===== src/rtl/collision_scheduler.sv =====
// collision_scheduler: walks the alien formation one slot per clock with a
// single shared box comparator and reports the lowest-index slot whose box
// contains the player projectile tip. Slot coordinates come from incremental
// adders; all scan inputs are snapshotted when a request is accepted.
module collision_scheduler #(
   parameter int COLS    = 11,
   parameter int ROWS    = 5,
   parameter int X_W     = 10,
   parameter int Y_W     = 10,
   parameter int IDX_W   = 6,
   parameter int ALIEN_W = 16,
   parameter int ALIEN_H = 8,
   parameter int SPACE_X = 24,
   parameter int SPACE_Y = 16
) (
   input  logic                  clk,
   input  logic                  rst,
   input  logic                  clk_collision,
   input  logic [X_W-1:0]        grid_x,
   input  logic [Y_W-1:0]        grid_y,
   input  logic [ROWS*COLS-1:0]  alive,
   input  logic                  proj_valid,
   input  logic [X_W-1:0]        proj_x,
   input  logic [Y_W-1:0]        proj_y,
   output logic                  busy,
   output logic                  done,
   output logic                  hit,
   output logic [IDX_W-1:0]      hit_index
);

   localparam int N     = ROWS * COLS;
   localparam int COL_W = (COLS > 1) ? $clog2(COLS) : 1;

   typedef enum logic [1:0] {IDLE, SCAN, DONE} state_t;

   state_t            state_reg;
   logic [N-1:0]      alive_snap;
   logic [X_W-1:0]    px_snap;
   logic [Y_W-1:0]    py_snap;
   logic [X_W:0]      grid_x_snap;
   logic [X_W:0]      cur_x;
   logic [Y_W:0]      cur_y;
   logic [IDX_W-1:0]  slot;
   logic [COL_W-1:0]  col;

   logic [X_W:0]      x_right;
   logic [Y_W:0]      y_bottom;
   logic [X_W:0]      px_ext;
   logic [Y_W:0]      py_ext;
   logic              slot_hit;
   logic              last_slot;
   logic              last_col;

   // Shared box comparator for the current slot; edges carry one extra bit so
   // a box hanging off the right/bottom of the screen never wraps to zero.
   always_comb begin
      x_right   = cur_x + (X_W+1)'(ALIEN_W - 1);
      y_bottom  = cur_y + (Y_W+1)'(ALIEN_H - 1);
      px_ext    = {1'b0, px_snap};
      py_ext    = {1'b0, py_snap};
      slot_hit  = alive_snap[slot]
                  && (px_ext >= cur_x) && (px_ext <= x_right)
                  && (py_ext >= cur_y) && (py_ext <= y_bottom);
      last_slot = (slot == IDX_W'(N - 1));
      last_col  = (col == COL_W'(COLS - 1));
   end

   // Scan FSM with registered outputs; the hit output doubles as the hit flag
   // because it is only ever set on the transition into DONE.
   always_ff @(posedge clk) begin
      if (rst) begin
         state_reg   <= IDLE;
         busy        <= 1'b0;
         done        <= 1'b0;
         hit         <= 1'b0;
         hit_index   <= '0;
         alive_snap  <= '0;
         px_snap     <= '0;
         py_snap     <= '0;
         grid_x_snap <= '0;
         cur_x       <= '0;
         cur_y       <= '0;
         slot        <= '0;
         col         <= '0;
      end else begin
         case (state_reg)
            IDLE: begin
               done <= 1'b0;
               hit  <= 1'b0;
               if (clk_collision) begin
                  if (proj_valid) begin
                     alive_snap  <= alive;
                     px_snap     <= proj_x;
                     py_snap     <= proj_y;
                     grid_x_snap <= {1'b0, grid_x};
                     cur_x       <= {1'b0, grid_x};
                     cur_y       <= {1'b0, grid_y};
                     slot        <= '0;
                     col         <= '0;
                     busy        <= 1'b1;
                     state_reg   <= SCAN;
                  end else begin
                     // Nothing in flight: report an empty result right away.
                     done      <= 1'b1;
                     state_reg <= DONE;
                  end
               end
            end
            SCAN: begin
               if (slot_hit) begin
                  hit_index <= slot;
                  hit       <= 1'b1;
                  done      <= 1'b1;
                  busy      <= 1'b0;
                  state_reg <= DONE;
               end else if (last_slot) begin
                  done      <= 1'b1;
                  busy      <= 1'b0;
                  state_reg <= DONE;
               end else begin
                  slot <= slot + IDX_W'(1);
                  if (last_col) begin
                     col   <= '0;
                     cur_x <= grid_x_snap;
                     cur_y <= cur_y + (Y_W+1)'(SPACE_Y);
                  end else begin
                     col   <= col + COL_W'(1);
                     cur_x <= cur_x + (X_W+1)'(SPACE_X);
                  end
               end
            end
            DONE: begin
               done      <= 1'b0;
               hit       <= 1'b0;
               state_reg <= IDLE;
            end
            default: begin
               busy      <= 1'b0;
               done      <= 1'b0;
               hit       <= 1'b0;
               state_reg <= IDLE;
            end
         endcase
      end
   end

endmodule


===== config.mk =====
export PLATFORM = sky130hd
export DESIGN_NAME = collision_scheduler
export DESIGN_NICKNAME = d
export VERILOG_FILES = /design/src/rtl/collision_scheduler.sv
export SDC_FILE = /design/constraint.sdc
export NUM_CORES = 1
export LEC_CHECK = 0
export CAP_MARGIN = 20
export CORE_ASPECT_RATIO = 0.5
export CORE_MARGIN = 2
export CORE_UTILIZATION = 50
export CTS_CLUSTER_DIAMETER = 80
export CTS_CLUSTER_SIZE = 12
export DETAILED_ROUTE_END_ITERATION = 8
export GPL_TIMING_DRIVEN = 0
export PLACE_DENSITY = 0.75
export SLEW_MARGIN = 30
export SYNTH_ARGS = -nofsm -noshare
export SYNTH_HDL_FRONTEND = slang
export SYNTH_SLANG_ARGS = --single-unit

===== constraint.sdc =====
create_clock -name clk -period 3.4 [get_ports clk]
set_input_delay 0.85 -clock clk [delete_from_list [all_inputs] [get_ports clk]]
set_output_delay 0.85 -clock clk [all_outputs]
set_load 0.02 [all_outputs]

Word level (Yosys, flattened, before mapping)
Index checks and enable logic that the tools add are counted.

Register bits after elaboration: 128. Bits in latches: 0. Bits in writable memories: 0. Memory bits (read-only): 0. Bits of input ports: 99. Output and inout port bits: 9. Word-level logic and storage cells: 89. Memories: 0.

Add/subtract/negate cells: 6. Multiply operators: 0. Div/mod/pow operators: 0. Magnitude comparators: 5. Eq/ne operators: 10. Shift operators: 0. Muxes and demuxes: 40. Bitwise gates (word level): 2. Reduce and logical (&&, ||, !) cells: 13.

Operator list (number): 11-bit 2-to-1 mux (10); 11-bit one-hot mux with 2 select lines (2); 6-bit 2-to-1 mux (4); 11-bit by 5-bit adder with 11-bit output, second input constant (2); 10-bit by 11-bit >= comparator with 1-bit output (2); 10-bit by 11-bit less-or-equal comparator with 1-bit output (2); 4-bit 2-to-1 mux (5); 6-bit one-hot mux with 2 select lines (1); 11-bit by 3-bit adder with 11-bit output, second input constant (1); 11-bit by 4-bit adder with 11-bit output, second input constant (1); 2-bit != test, second input constant (5); 1-bit 2-to-1 mux (9); 2-bit 2-to-1 mux (4); 4-bit one-hot mux with 2 select lines (1); 6-bit by 7-bit < comparator with 1-bit output, second input constant (1); 6-bit by 1-bit adder with 6-bit output, second input constant (1); 1-bit binary-select mux with 6-bit select (1); 6-bit equality test, second input constant (1); 6-bit AND reduction (1); 5-bit AND reduction (1); 4-bit by 1-bit adder with 4-bit output, second input constant (1); 4-bit equality test, second input constant (1); 1-bit logical AND (4); 2-bit one-hot mux with 2 select lines (1); other kinds (12) (14).

Logic depth before layout (Yosys ltp)
Gate-level depths: netlist of run 1.

Depth in word-level cells: 8. Mapped depth: 16. Mapped depth without buffers: 15.

Worst setup path before layout of run 1
No wires, ideal clock.

Kind: register to register. Start point: reg cur_y[0]. End point: reg col[3]. Library setup time: 122 ps. Arrival: 2918 ps. Data required time: 3278 ps. Slack: 360 ps. Stages on the path, launching flop included: 15. Buffers on the path: 0. Clock period less this slack: 3040 ps. Path through: dfxtp_1 -> inv_1 -> ha_1 -> a21oi_1 -> nand2_1 -> xnor2_1 -> ha_1 -> a211o_1 -> a21oi_1 -> o21ai_0 -> o221ai_1 -> nand4_1 -> o211ai_4 -> nor4_1 -> a311o_1.

Cells in the longest elaborated chain, start to end: 5. Elaborated cells between the ends (all ways): 7. Classes of those cells: add/sub (1); order compare (2); eq/ne (1); reduce/logical (3).

RTL lines: start: declaration (RTL line 42) `logic [Y_W:0] cur_y;`; start signal: assignment (RTL line 97) `cur_y <= {1'b0, grid_y};`; start signal: assignment (RTL line 125) `cur_y <= cur_y + (Y_W+1)'(SPACE_Y);`; 11-bit by 3-bit adder with 11-bit output / 10-bit by 11-bit >= comparator with 1-bit output (equally long branches) (RTL line 58, 63); 10-bit by 11-bit less-or-equal comparator with 1-bit output / 1-bit logical AND (equally long branches) (RTL line 63) `&& (py_ext >= cur_y) && (py_ext <= y_bottom);`; 1-bit logical AND * (RTL line 63); 2-bit != test (no source line) *; 5-bit AND reduction (no source line) *; end signal: assignment (RTL line 127) `col <= col + COL_W'(1);`; end: declaration (RTL line 44) `logic [COL_W-1:0] col;`.

Every way passes the cells marked *; elsewhere a longest branch is shown, timed or not. A chain may end at the register's enable or synchronous reset.

Final worst setup path of run 1
Start point: reg cur_x[3]. End point: reg cur_x[0].

Cells in the longest elaborated chain, start to end: 7. Elaborated cells between the ends (all ways): 9. Classes of those cells: add/sub (1); order compare (2); eq/ne (1); reduce/logical (5).

RTL lines: start: declaration (RTL line 41) `logic [X_W:0] cur_x;`; start signal: assignment (RTL line 96) `cur_x <= {1'b0, grid_x};`; start signal: assignment (RTL line 124) `cur_x <= grid_x_snap;`; start signal: assignment (RTL line 128) `cur_x <= cur_x + (X_W+1)'(SPACE_X);`; 11-bit by 4-bit adder with 11-bit output / 10-bit by 11-bit >= comparator with 1-bit output (equally long branches) (RTL line 57, 62); 10-bit by 11-bit less-or-equal comparator with 1-bit output / 1-bit logical AND (equally long branches) (RTL line 62) `&& (px_ext >= cur_x) && (px_ext <= x_right)`; 1-bit logical AND * (RTL line 62); 1-bit logical AND * (2 in a row) (RTL line 63); 2-bit != test (no source line) *; 5-bit AND reduction (no source line) *.

Marks and branches as above.

==> impl_metrics.json, run 1 <==
{
  "status": "complete, no violations",
  "reg2regPathDepth": 16,
  "drt-vias-per-instance": 5.67,
  "antenna_found_initial": 1,
  "io_pins": 108,
  "syn_to_final_growth_pct": 30.5,
  "clkPwrFrac_pct": 44.4,
  "crit_required_ns": 3.71,
  "setup_viol": 0,
  "drv_slew": 0,
  "yosysWarnings": 0,
  "syn_nets": 1001,
  "cpMostUsedCell": "a21oi_2",
  "worst_setup_path_end_kind": "register",
  "max_cap_violations": 0,
  "numCtsBuffers": 17,
  "crit_end": "cur_x[0]",
  "grt_usage_pct": 27.5,
  "cp_cell_sequence": "inv_6 -> ha_2 -> a21oi_2 -> nor2_2 -> nand2_1 -> xnor2_1 -> ha_1 -> or3_1 -> a21oi_2 -> o21ai_1 -> o211ai_1 -> nand4_1 -> buf_6 -> o211ai_4 -> a221oi_1 -> a31o_1",
  "cts-hold-fix-buffers": 0,
  "cts-root-buf": "clkbuf_16",
  "avgSynthCellArea_um2": 8.14,
  "cts-htree-levels": 4,
  "detailed_place_hpwl_um": 14500,
  "r2r-start": "cur_x[3]",
  "drc": 0,
  "core_area_mm2": 0.0136,
  "cts_buffer_depth": 2,
  "critPathBufInv": 2,
  "cp.arrival_ns": 3.59,
  "clkLatencyLatePin_ns": 0.43,
  "synth_flop_cell": "dfxtp_1",
  "async_flop_share_pct": 0,
  "worst_path_largest_cell_delay_ns": 0.38,
  "utilization_pct": 66.8,
  "die_x_um": 171,
  "first_pass_iters": 8,
  "power_frac_seq_pct": 37.9,
  "final_nets": 1131,
  "r2r_slack_ns": 0.13,
  "vdd_drop_max_mv": 0.291,
  "overflow": 0,
  "skew_ns": 0.0131,
  "critical_path_depth": 16,
  "largestRegisters": "alive_snap: 55 flops, cur_x: 11 flops, cur_y: 11 flops",
  "cp-startpoint": "cur_x[3]",
  "synth_cell_types": 69,
  "start_util_pct": 51.2,
  "drt-initial-drc-count": 459,
  "power_per_cell_area_mw_per_mm2": 478,
  "max_freq_mhz": 305,
  "grt_start_max_net_pins": 17,
  "ys_seq_elements": 128,
  "p_int_mw": 3.05,
  "crit_path_start_kind": "register",
  "path_clk_slew_ns": 0.06,
  "hold_path_class": "reg -> reg",
  "fin_crit_ns": 3.27,
  "num_vias": 6729,
  "wl_per_cell_um": 16.8,
  "power_frac_comb_pct": 17.6,
  "p_sw_share_pct": 29.5,
  "period_share_pct": 96.3,
  "worst-slew-pin-transition_ns": 0.966,
  "dieArea_mm2": 0.0149,
  "place_inst": 1150,
  "largest_reg_flops": 55,
  "p_switching_mw": 1.28,
  "grt_pass1_vias": 6505,
  "diodes": 0,
  "cts_sinks": 128,
  "slew_headroom_pct": 35.1,
  "hold_viol": 0,
  "ant_nets": 0,
  "grt_pass1_wl_um": 31800,
  "yosysSeqAreaShare_pct": 37.0,
  "cts_tree": "built",
  "top_register": "alive_snap",
  "critPathMaxFanout": 10,
  "stdcell_count": 1187,
  "postSynthCellCount": 852,
  "wirelength_um": 19900,
  "fp.dieH_um": 87.3,
  "critPathSlowestCell": "dfxtp_4",
  "p_leak_nw": 3.36,
  "syn_area_mm2": 0.00693,
  "portBuffers": 106,
  "synth_edf_count": 0,
  "drive_gt1_share_pct": 10.2,
  "fp-row-count": 30,
  "rr_endpoint": "cur_x[0]",
  "gp_congestion": 0.886,
  "criticalPathCategory": "reg -> reg",
  "critical_path.top_delay_family": "compound AO/OA/AOI/OAI gates"
}
## how the worst min path moves through the flow
stage / from / cells after the start / slack [ns] / end
global route: alive_snap[5] / 2 / 0.48 / alive_snap[5]
floorplan: alive_snap[16] / 2 / 0.43 / alive_snap[16]
detailed placement: alive_snap[52] / 2 / 0.45 / alive_snap[52]
finish: alive_snap[5] / 2 / 0.45 / alive_snap[5]
global placement: alive_snap[24] / 2 / 0.44 / alive_snap[24]
CTS: alive_snap[43] / 2 / 0.46 / alive_snap[43]
## tightest hold or removal path, delay by kind of cell (launching register included)
family | cells | cell delay [ns]
flops | 1 | 0.31
compound gates | 1 | 0.05
simple gates | 1 | 0.05
## cell usage in the layout (no fill, tap or decap), types with 19 or more instances in the layout
master           count
nand2_1            208
nand3_1             19
clkdlybuf4s50_1    106
inv_1               28
dfxtp_1            120
ha_1                47
xnor2_1             19
a21oi_1            111
nor2_1              29
clkbuf_1            44
## power by group through the flow
stage | Combinational [mW] | Clock, mW | Sequential [mW]
floorplan | 0.444 | 0 | 1.65
global placement | 0.687 | 0 | 1.66
detailed placement | 0.702 | 0 | 1.67
CTS | 0.727 | 1.93 | 1.64
global route | 0.842 | 2.00 | 1.65
finish | 0.763 | 1.92 | 1.64
## metal layers
metal  GRT usage (%)  share of wire, %  up-vias
met4            11.7               2.4        0
li1                -                 -     3267
met1            35.4                46     3148
met3            5.77               6.7       51
met5               0                 0        -
met2            45.3                45      263
## kinds of logic after synthesis
| family | synth area share [%] |
|---|---|
| buf+inv | 5.11 |
| xor+xnor | 2.40 |
| simple gates | 21.5 |
| flops | 37.0 |
| fa+ha+maj | 9.02 |
| mux | 5.32 |
| compound gates | 19.7 |
## repair_timing
item	4_1_cts	5_1_grt
pin swaps	5	9
gates resized for setup	8	37
endpoints found under the setup margin	36	36
buffers inserted	4	2
## synth_stat cells (4+ instances only)
cell type / n / area (um^2)
nand2_1: 208 / 781
dfxtp_1: 128 / 2560
a21oi_1: 114 / 571
ha_1: 50 / 626
clkbuf_1: 44 / 165
nor2_1: 31 / 116
inv_1: 29 / 109
nand3_1: 22 / 110
xnor2_1: 19 / 166
a211oi_1: 16 / 120
nor3_1: 16 / 80.1
mux2i_1: 11 / 110
mux4_2: 11 / 248
nor2b_1: 10 / 62.6
a31o_1: 9 / 78.8
o21ai_0: 9 / 45.0
a221oi_1: 8 / 70.1
nand4_1: 8 / 50.1
a21o_1: 6 / 45.0
a31oi_1: 6 / 37.5
nand2b_1: 6 / 37.5
and3_1: 5 / 31.3
nor3b_1: 5 / 37.5
o21a_1: 5 / 37.5
buf_2: 4 / 20.0
buf_6: 4 / 45.0
nand3b_1: 4 / 30.0
o31ai_1: 4 / 30.0
o32ai_1: 4 / 35.0
## layout make-up
type | count | area (um^2)
fillers | 1137 | 4500
flip-flops and latches | 128 | 2580
multi-input cells | 640 | 4150
plain buffers | 53 | 233
inverters | 30 | 118
clock inverters | 15 | 185
clock buffers | 17 | 425
well taps | 192 | 240
repair buffers | 112 | 1130
## stage by stage
step / setup TNS (ns) / cell area [um^2] / hold slack (ns) / power, mW / setup slack [ns]
floorplan: 0 / 6930 / 0.432 / 2.09 / 0.360
global placement: -5.37 / 8240 / 0.440 / 2.35 / -0.273
detailed placement: -6.86 / 8240 / 0.446 / 2.37 / -0.287
CTS: 0 / 8920 / 0.456 / 4.29 / 0.0142
global route: -0.306 / 9050 / 0.476 / 4.49 / -0.0551
finish: 0 / 9050 / 0.453 / 4.33 / 0.126
Power figures use the tool's default switching activity.
==> run 2: changes to the inputs <==
--- a/config.mk
+++ b/config.mk
@@ -12,6 +12,7 @@
 export CTS_CLUSTER_DIAMETER = 80
 export CTS_CLUSTER_SIZE = 12
 export DETAILED_ROUTE_END_ITERATION = 8
+export GPL_ROUTABILITY_DRIVEN = 0
 export GPL_TIMING_DRIVEN = 0
 export PLACE_DENSITY = 0.75
 export SLEW_MARGIN = 30
==> run 2 against run 1 <==
Against the previous run: wire length rose by 2.1%; global-route usage barely moved; worst hold slack got worse by 0.0012 ns; sequential cell count did not move; total power fell by 3.2%; cell area rose by 0.25%; sequential share of layout area barely moved; register-to-register slack got worse by 0.09 ns; via count rose by 0.12%; sequential power barely moved; clock-buffer cell count did not move.
==> impl_metrics.json, run 2 (same netlist as run 1, synthesis figures left out) <==
{
  "largestRegisters": "alive_snap: 55 flops, cur_x: 11 flops, cur_y: 11 flops",
  "crit_required_ns": 3.71,
  "power_frac_seq_pct": 39.2,
  "drc": 0,
  "num_vias": 6737,
  "cts-root-buf": "clkbuf_16",
  "overflow": 0,
  "worst-slew-pin-transition_ns": 0.749,
  "cts-htree-levels": 4,
  "detailed_place_hpwl_um": 14500,
  "fin_crit_ns": 3.36,
  "p_sw_share_pct": 30.6,
  "criticalPathCategory": "reg -> reg",
  "path_clk_slew_ns": 0.06,
  "worst_setup_path_end_kind": "register",
  "wirelength_um": 20300,
  "drv_slew": 0,
  "clkLatencyLatePin_ns": 0.43,
  "status": "complete, no violations",
  "grt_usage_pct": 27.5,
  "start_util_pct": 51.2,
  "power_frac_comb_pct": 18.6,
  "io_pins": 108,
  "cp_cell_sequence": "inv_1 -> nand3_2 -> a21oi_4 -> nor2_4 -> nand2_1 -> xnor2_1 -> ha_1 -> or3_4 -> a21oi_2 -> o21ai_1 -> o211ai_1 -> nand4_1 -> buf_6 -> o211ai_4 -> a221oi_1 -> a31o_1",
  "cp-startpoint": "cur_x[2]",
  "top_register": "alive_snap",
  "crit_path_start_kind": "register",
  "portBuffers": 106,
  "drive_gt1_share_pct": 11.1,
  "fp-row-count": 30,
  "cts_tree": "built",
  "skew_ns": 0.0134,
  "hold_path_class": "reg -> reg",
  "diodes": 0,
  "critical_path.top_delay_family": "compound AO/OA/AOI/OAI gates",
  "syn_to_final_growth_pct": 30.9,
  "p_switching_mw": 1.28,
  "hold_viol": 0,
  "power_per_cell_area_mw_per_mm2": 461,
  "largest_reg_flops": 55,
  "grt_start_max_net_pins": 17,
  "numCtsBuffers": 17,
  "ant_nets": 0,
  "grt_pass1_vias": 6446,
  "final.setup.worst_slack_ns": 0.0350,
  "p_int_mw": 2.90,
  "wl_per_cell_um": 17.0,
  "clkPwrFrac_pct": 42.2,
  "slew_headroom_pct": 50.1,
  "worst_path_largest_cell_delay_ns": 0.38,
  "r2r-start": "cur_x[2]",
  "die_x_um": 171,
  "finalPower_mw": 4.19,
  "place_inst": 1150,
  "place_ws_ns": -0.286,
  "r2r_slack_ns": 0.04,
  "antenna_found_initial": 0,
  "fp.dieH_um": 87.3,
  "cts_sinks": 128,
  "dieArea_mm2": 0.0149,
  "period_share_pct": 99.0,
  "max_freq_mhz": 297,
  "vdd_drop_max_mv": 0.350,
  "final_common_cell": "nand2_1",
  "stdcell_count": 1194,
  "first_pass_iters": 6,
  "final_cell_mix": "208 x nand2_1, 120 x dfxtp_1, 111 x a21oi_1, 106 x clkdlybuf4s50_1, 46 x ha_1",
  "critPathMaxFanout": 10,
  "final_nets": 1138,
  "setup_viol": 0,
  "critPathSlowestCell": "or3_4",
  "cts_buffer_depth": 2,
  "cp.arrival_ns": 3.67,
  "p_leak_nw": 3.37,
  "max_cap_violations": 0,
  "hold_start": "alive_snap[12]",
  "drt-vias-per-instance": 5.64,
  "drt-initial-drc-count": 606,
  "grt_pass1_wl_um": 31700,
  "core_area_mm2": 0.0136,
  "critPathBufInv": 2
}
run 2: cell types whose count changed in the layout (fill, tap and decap cells not counted), moves of 2 or more:
cell,delta
buf_4,+6
buf_6,+2
bufinv_16,-2
clkinvlp_4,+3
nand3_2,+2
run 2: metal layers:
layer	track usage (%)	vias up	wire length, um
met5	0	-	0
met4	9.17	0	406
met3	6.59	41	1570
met2	44.7	255	9270
met1	36.2	3166	9080
li1	-	3275	-
run 2: metrics by stage:
| stage | utilization (%) | hold WS [ns] | TNS [ns] | cell area (um^2) |
|---|---|---|---|---|
| after CTS | 65.5 | 0.455 | 0 | 8880 |
| after floorplan | - | 0.432 | 0 | 6930 |
| after global placement | 60.8 | 0.440 | -5.51 | 8240 |
| final | 67.0 | 0.452 | 0 | 9070 |
| after detailed placement | 60.8 | 0.447 | -6.47 | 8240 |
| after global routing | 67.0 | 0.476 | -0.822 | 9070 |
run 2: timing repair:
action | CTS | global route
hold buffers | 0 | 0
cloned | 0 | 1
pin swaps | 3 | 13
buffers inserted | 6 | 5
gates resized for setup | 8 | 42
setup endpoints to repair | 36 | 36
run 2: path summary, 6_finish.rpt:
kind,end,cells past startpoint
hold / removal,alive_snap[12],2
hold reg to reg,alive_snap[12],2
setup reg to reg,cur_x[0],16
setup / recovery,cur_x[0],16
run 2: final cells by class:
cell class	instances	area (um^2)
fillers	1120	4480
clock inverters	15	139
plain buffers	54	244
inverters	30	118
clock buffers	17	425
repair buffers	118	1160
flip-flops and latches	128	2580
well taps	192	240
multi-input cells	640	4160
run 2: tightest hold or removal path: cells and delay by family (launching register included):
kind / cells / cell delay, ns
simple gates: 1 / 0.05
flops: 1 / 0.31
compound gates: 1 / 0.05
run 2: power by group through the flow:
stage	combinational [mW]	clock, mW	sequential [mW]
global placement	0.686	0	1.66
detailed placement	0.704	0	1.67
floorplan	0.444	0	1.65
global route	0.848	1.84	1.65
CTS	0.729	1.77	1.63
finish	0.779	1.77	1.64
==> run 3: changes to the inputs <==
--- a/config.mk
+++ b/config.mk
@@ -8,13 +8,13 @@
 export CAP_MARGIN = 20
 export CORE_ASPECT_RATIO = 0.5
 export CORE_MARGIN = 2
-export CORE_UTILIZATION = 50
+export CORE_UTILIZATION = 49
 export CTS_CLUSTER_DIAMETER = 80
-export CTS_CLUSTER_SIZE = 12
+export CTS_CLUSTER_SIZE = 24
 export DETAILED_ROUTE_END_ITERATION = 8
 export GPL_ROUTABILITY_DRIVEN = 0
 export GPL_TIMING_DRIVEN = 0
-export PLACE_DENSITY = 0.75
+export PLACE_DENSITY = 0.77
 export SLEW_MARGIN = 30
 export SYNTH_ARGS = -nofsm -noshare
 export SYNTH_HDL_FRONTEND = slang
==> constraint.sdc (replaced) <==
create_clock -name clk -period 2.95 [get_ports clk]
set_input_delay 0.7375 -clock clk [delete_from_list [all_inputs] [get_ports clk]]
set_output_delay 0.7375 -clock clk [all_outputs]
set_load 0.02 [all_outputs]
==> run 3 against run 2 <==
Against the previous run: the flow now finishes with violations (negative setup slack); sequential power increased by 16%; setup slack got worse by 0.40 ns; critical path depth increased by 1; non-clock buffer count increased by 25; fmax increased by 1.5%; first-iteration DRC count increased by 18%; combinational power increased by 35%; global-route usage increased by 1.8 points; clock skew decreased by 0.0011 ns; sequential share of layout area decreased by 1.6 points; critical path type unchanged.
==> impl_metrics.json, run 3 (same netlist as run 1, synthesis figures left out) <==
{
  "status": "finished with violations",
  "violations": "negative setup slack",
  "fp-row-count": 30,
  "die_x_um": 172,
  "critical_path.top_delay_family": "compound AO/OA/AOI/OAI gates",
  "overflow": 0,
  "max_cap_violations": 0,
  "fp.dieH_um": 88.1,
  "portBuffers": 106,
  "criticalPathCategory": "reg -> reg",
  "start_util_pct": 50.6,
  "syn_to_final_growth_pct": 38.7,
  "crit_path_start_kind": "register",
  "final_cell_mix": "206 x nand2_1, 118 x dfxtp_1, 106 x clkdlybuf4s50_1, 105 x a21oi_1, 44 x clkbuf_1",
  "worst_path_largest_cell_delay_ns": 0.35,
  "vdd_drop_max_mv": 0.428,
  "cp_cell_sequence": "inv_2 -> ha_4 -> nand3_4 -> nand3_4 -> nor2_4 -> xnor2_1 -> ha_2 -> o21a_1 -> a21oi_2 -> o21ai_1 -> o211ai_1 -> nand4_1 -> buf_6 -> o211ai_4 -> buf_6 -> a21oi_2 -> a311o_1",
  "grt_usage_pct": 29.3,
  "first_pass_iters": 6,
  "max_freq_mhz": 302,
  "cts-hold-fix-buffers": 0,
  "drv_slew": 0,
  "core_area_mm2": 0.0137,
  "hold_depth": 2,
  "antenna_found_initial": 1,
  "cts_sinks": 128,
  "power_per_cell_area_mw_per_mm2": 518,
  "worst-slew-pin-transition_ns": 0.822,
  "period_share_pct": 112,
  "place_ws_ns": -0.644,
  "slew_headroom_pct": 45.2,
  "top_register": "alive_snap",
  "fill_cells": 988,
  "crit_required_ns": 3.26,
  "numCtsBuffers": 17,
  "p_leak_nw": 3.59,
  "detailed_place_hpwl_um": 14600,
  "drc": 0,
  "setup_viol": 38,
  "critPathBufInv": 3,
  "cts_buffer_depth": 2,
  "wl_per_cell_um": 18.9,
  "hold_viol": 0,
  "ant_nets": 0,
  "cp.arrival_ns": 3.62,
  "num_vias": 7277,
  "final_nets": 1164,
  "drt-initial-drc-count": 717,
  "cts-root-buf": "clkbuf_16",
  "cts-htree-levels": 4,
  "dieArea_mm2": 0.0152,
  "fin_crit_ns": 3.32,
  "skew_ns": 0.0124,
  "grt_pass1_vias": 6814,
  "worst_setup_path_end_kind": "register",
  "path_clk_slew_ns": 0.06,
  "utilization_pct": 70.2,
  "wirelength_um": 23000,
  "cts_tree": "built",
  "reg2regPathDepth": 17,
  "largestRegisters": "alive_snap: 55 flops, cur_x: 11 flops, cur_y: 11 flops",
  "final.setup.worst_slack_ns": -0.365,
  "critical_path_depth": 17,
  "largest_reg_flops": 55,
  "diodes": 0,
  "fin_tns_setup_ns": -10.10,
  "clkLatencyLatePin_ns": 0.43,
  "rsz0062_at_grt": "true",
  "final_common_cell": "nand2_1",
  "grt_pass1_wl_um": 34300,
  "critPathMaxFanout": 4,
  "grt_start_max_net_pins": 17,
  "drive_gt1_share_pct": 18.0,
  "worst_hold_slack_ns": 0.452,
  "drt-vias-per-instance": 5.96,
  "hold_path_class": "reg -> reg",
  "io_pins": 108,
  "critPathSlowestCell": "dfxtp_1",
  "r2r_slack_ns": -0.37
}
-- run 3: cell types whose count changed in the layout (fill, tap and decap cells not counted), moves of 5 or more --
| cell | delta |
|---|---|
| a21oi_1 | -6 |
| a21oi_2 | +7 |
| buf_4 | +15 |
| buf_6 | +7 |
| clkinv_4 | +6 |
| inv_1 | -7 |
| inv_2 | +7 |
| inv_8 | -5 |
| nor2_1 | -5 |
-- run 3: metrics by stage --
| stage | std cells | cell area, um^2 | total power [mW] |
|---|---|---|---|
| 4_1_cts | 1211 | 9320 | 4.83 |
| 5_1_grt | 1220 | 9620 | 5.14 |
| 3_3_place_gp | 1150 | 8250 | 2.71 |
| 3_5_place_dp | 1150 | 8250 | 2.73 |
| 6_report | 1220 | 9620 | 4.98 |
| 2_1_floorplan | 852 | 6950 | 2.42 |
-- run 3: worst reg2reg max path, stage by stage, from the launching register on --
cell and delay [ns]:
dfxtp_1 0.35, inv_2 0.09, ha_4 0.19, nand3_4 0.10, nand3_4 0.11, nor2_4 0.11
xnor2_1 0.13, ha_2 0.32, o21a_1 0.22, a21oi_2 0.16, o21ai_1 0.08, o211ai_1 0.19
nand4_1 0.19, buf_6 0.19, o211ai_4 0.27, buf_6 0.15, a21oi_2 0.04, a311o_1 0.32
-- run 3: routing by layer --
layer / wire length [um] / track usage (%) / part of all wire [%] / vias up
li1: - / - / - / 3340
met1: 9580 / 37.4 / 42 / 3446
met2: 10500 / 48.8 / 45 / 391
met3: 2070 / 6.19 / 9.0 / 98
met4: 910 / 12.6 / 4.0 / 2
met5: 13 / 0 / 0.056 / -
-- run 3: power by group --
group / internal (mW) / switching, mW
Sequential: 1.82 / 0.0782
Combinational: 0.482 / 0.563
Clock: 1.17 / 0.868
-- run 3: worst paths after layout --
check,end,from
hold / removal,alive_snap[22],alive_snap[22]
setup reg to reg,col[3],cur_x[1]
hold reg to reg,alive_snap[22],alive_snap[22]
setup / recovery,col[3],cur_x[1]
-- run 3: repair_timing --
action | in CTS | in global routing
setup buffers | 29 | 11
pin swaps | 40 | 36
gates cloned | 0 | 1
setup endpoints to repair | 39 | 50
resized for setup | 65 | 52
-- run 3: area by class of cell --
| cell class | count | area [um^2] | area share (%) |
|---|---|---|---|
| well taps | 192 | 240 | 2.50 |
| repair buffers | 143 | 1400 | 14.6 |
| clock inverters | 14 | 134 | 1.39 |
| plain buffers | 54 | 253 | 2.63 |
| clock buffers | 18 | 429 | 4.46 |
| inverters | 30 | 115 | 1.20 |
| multi-input cells | 641 | 4460 | 46.4 |
| flip-flops and latches | 128 | 2580 | 26.9 |
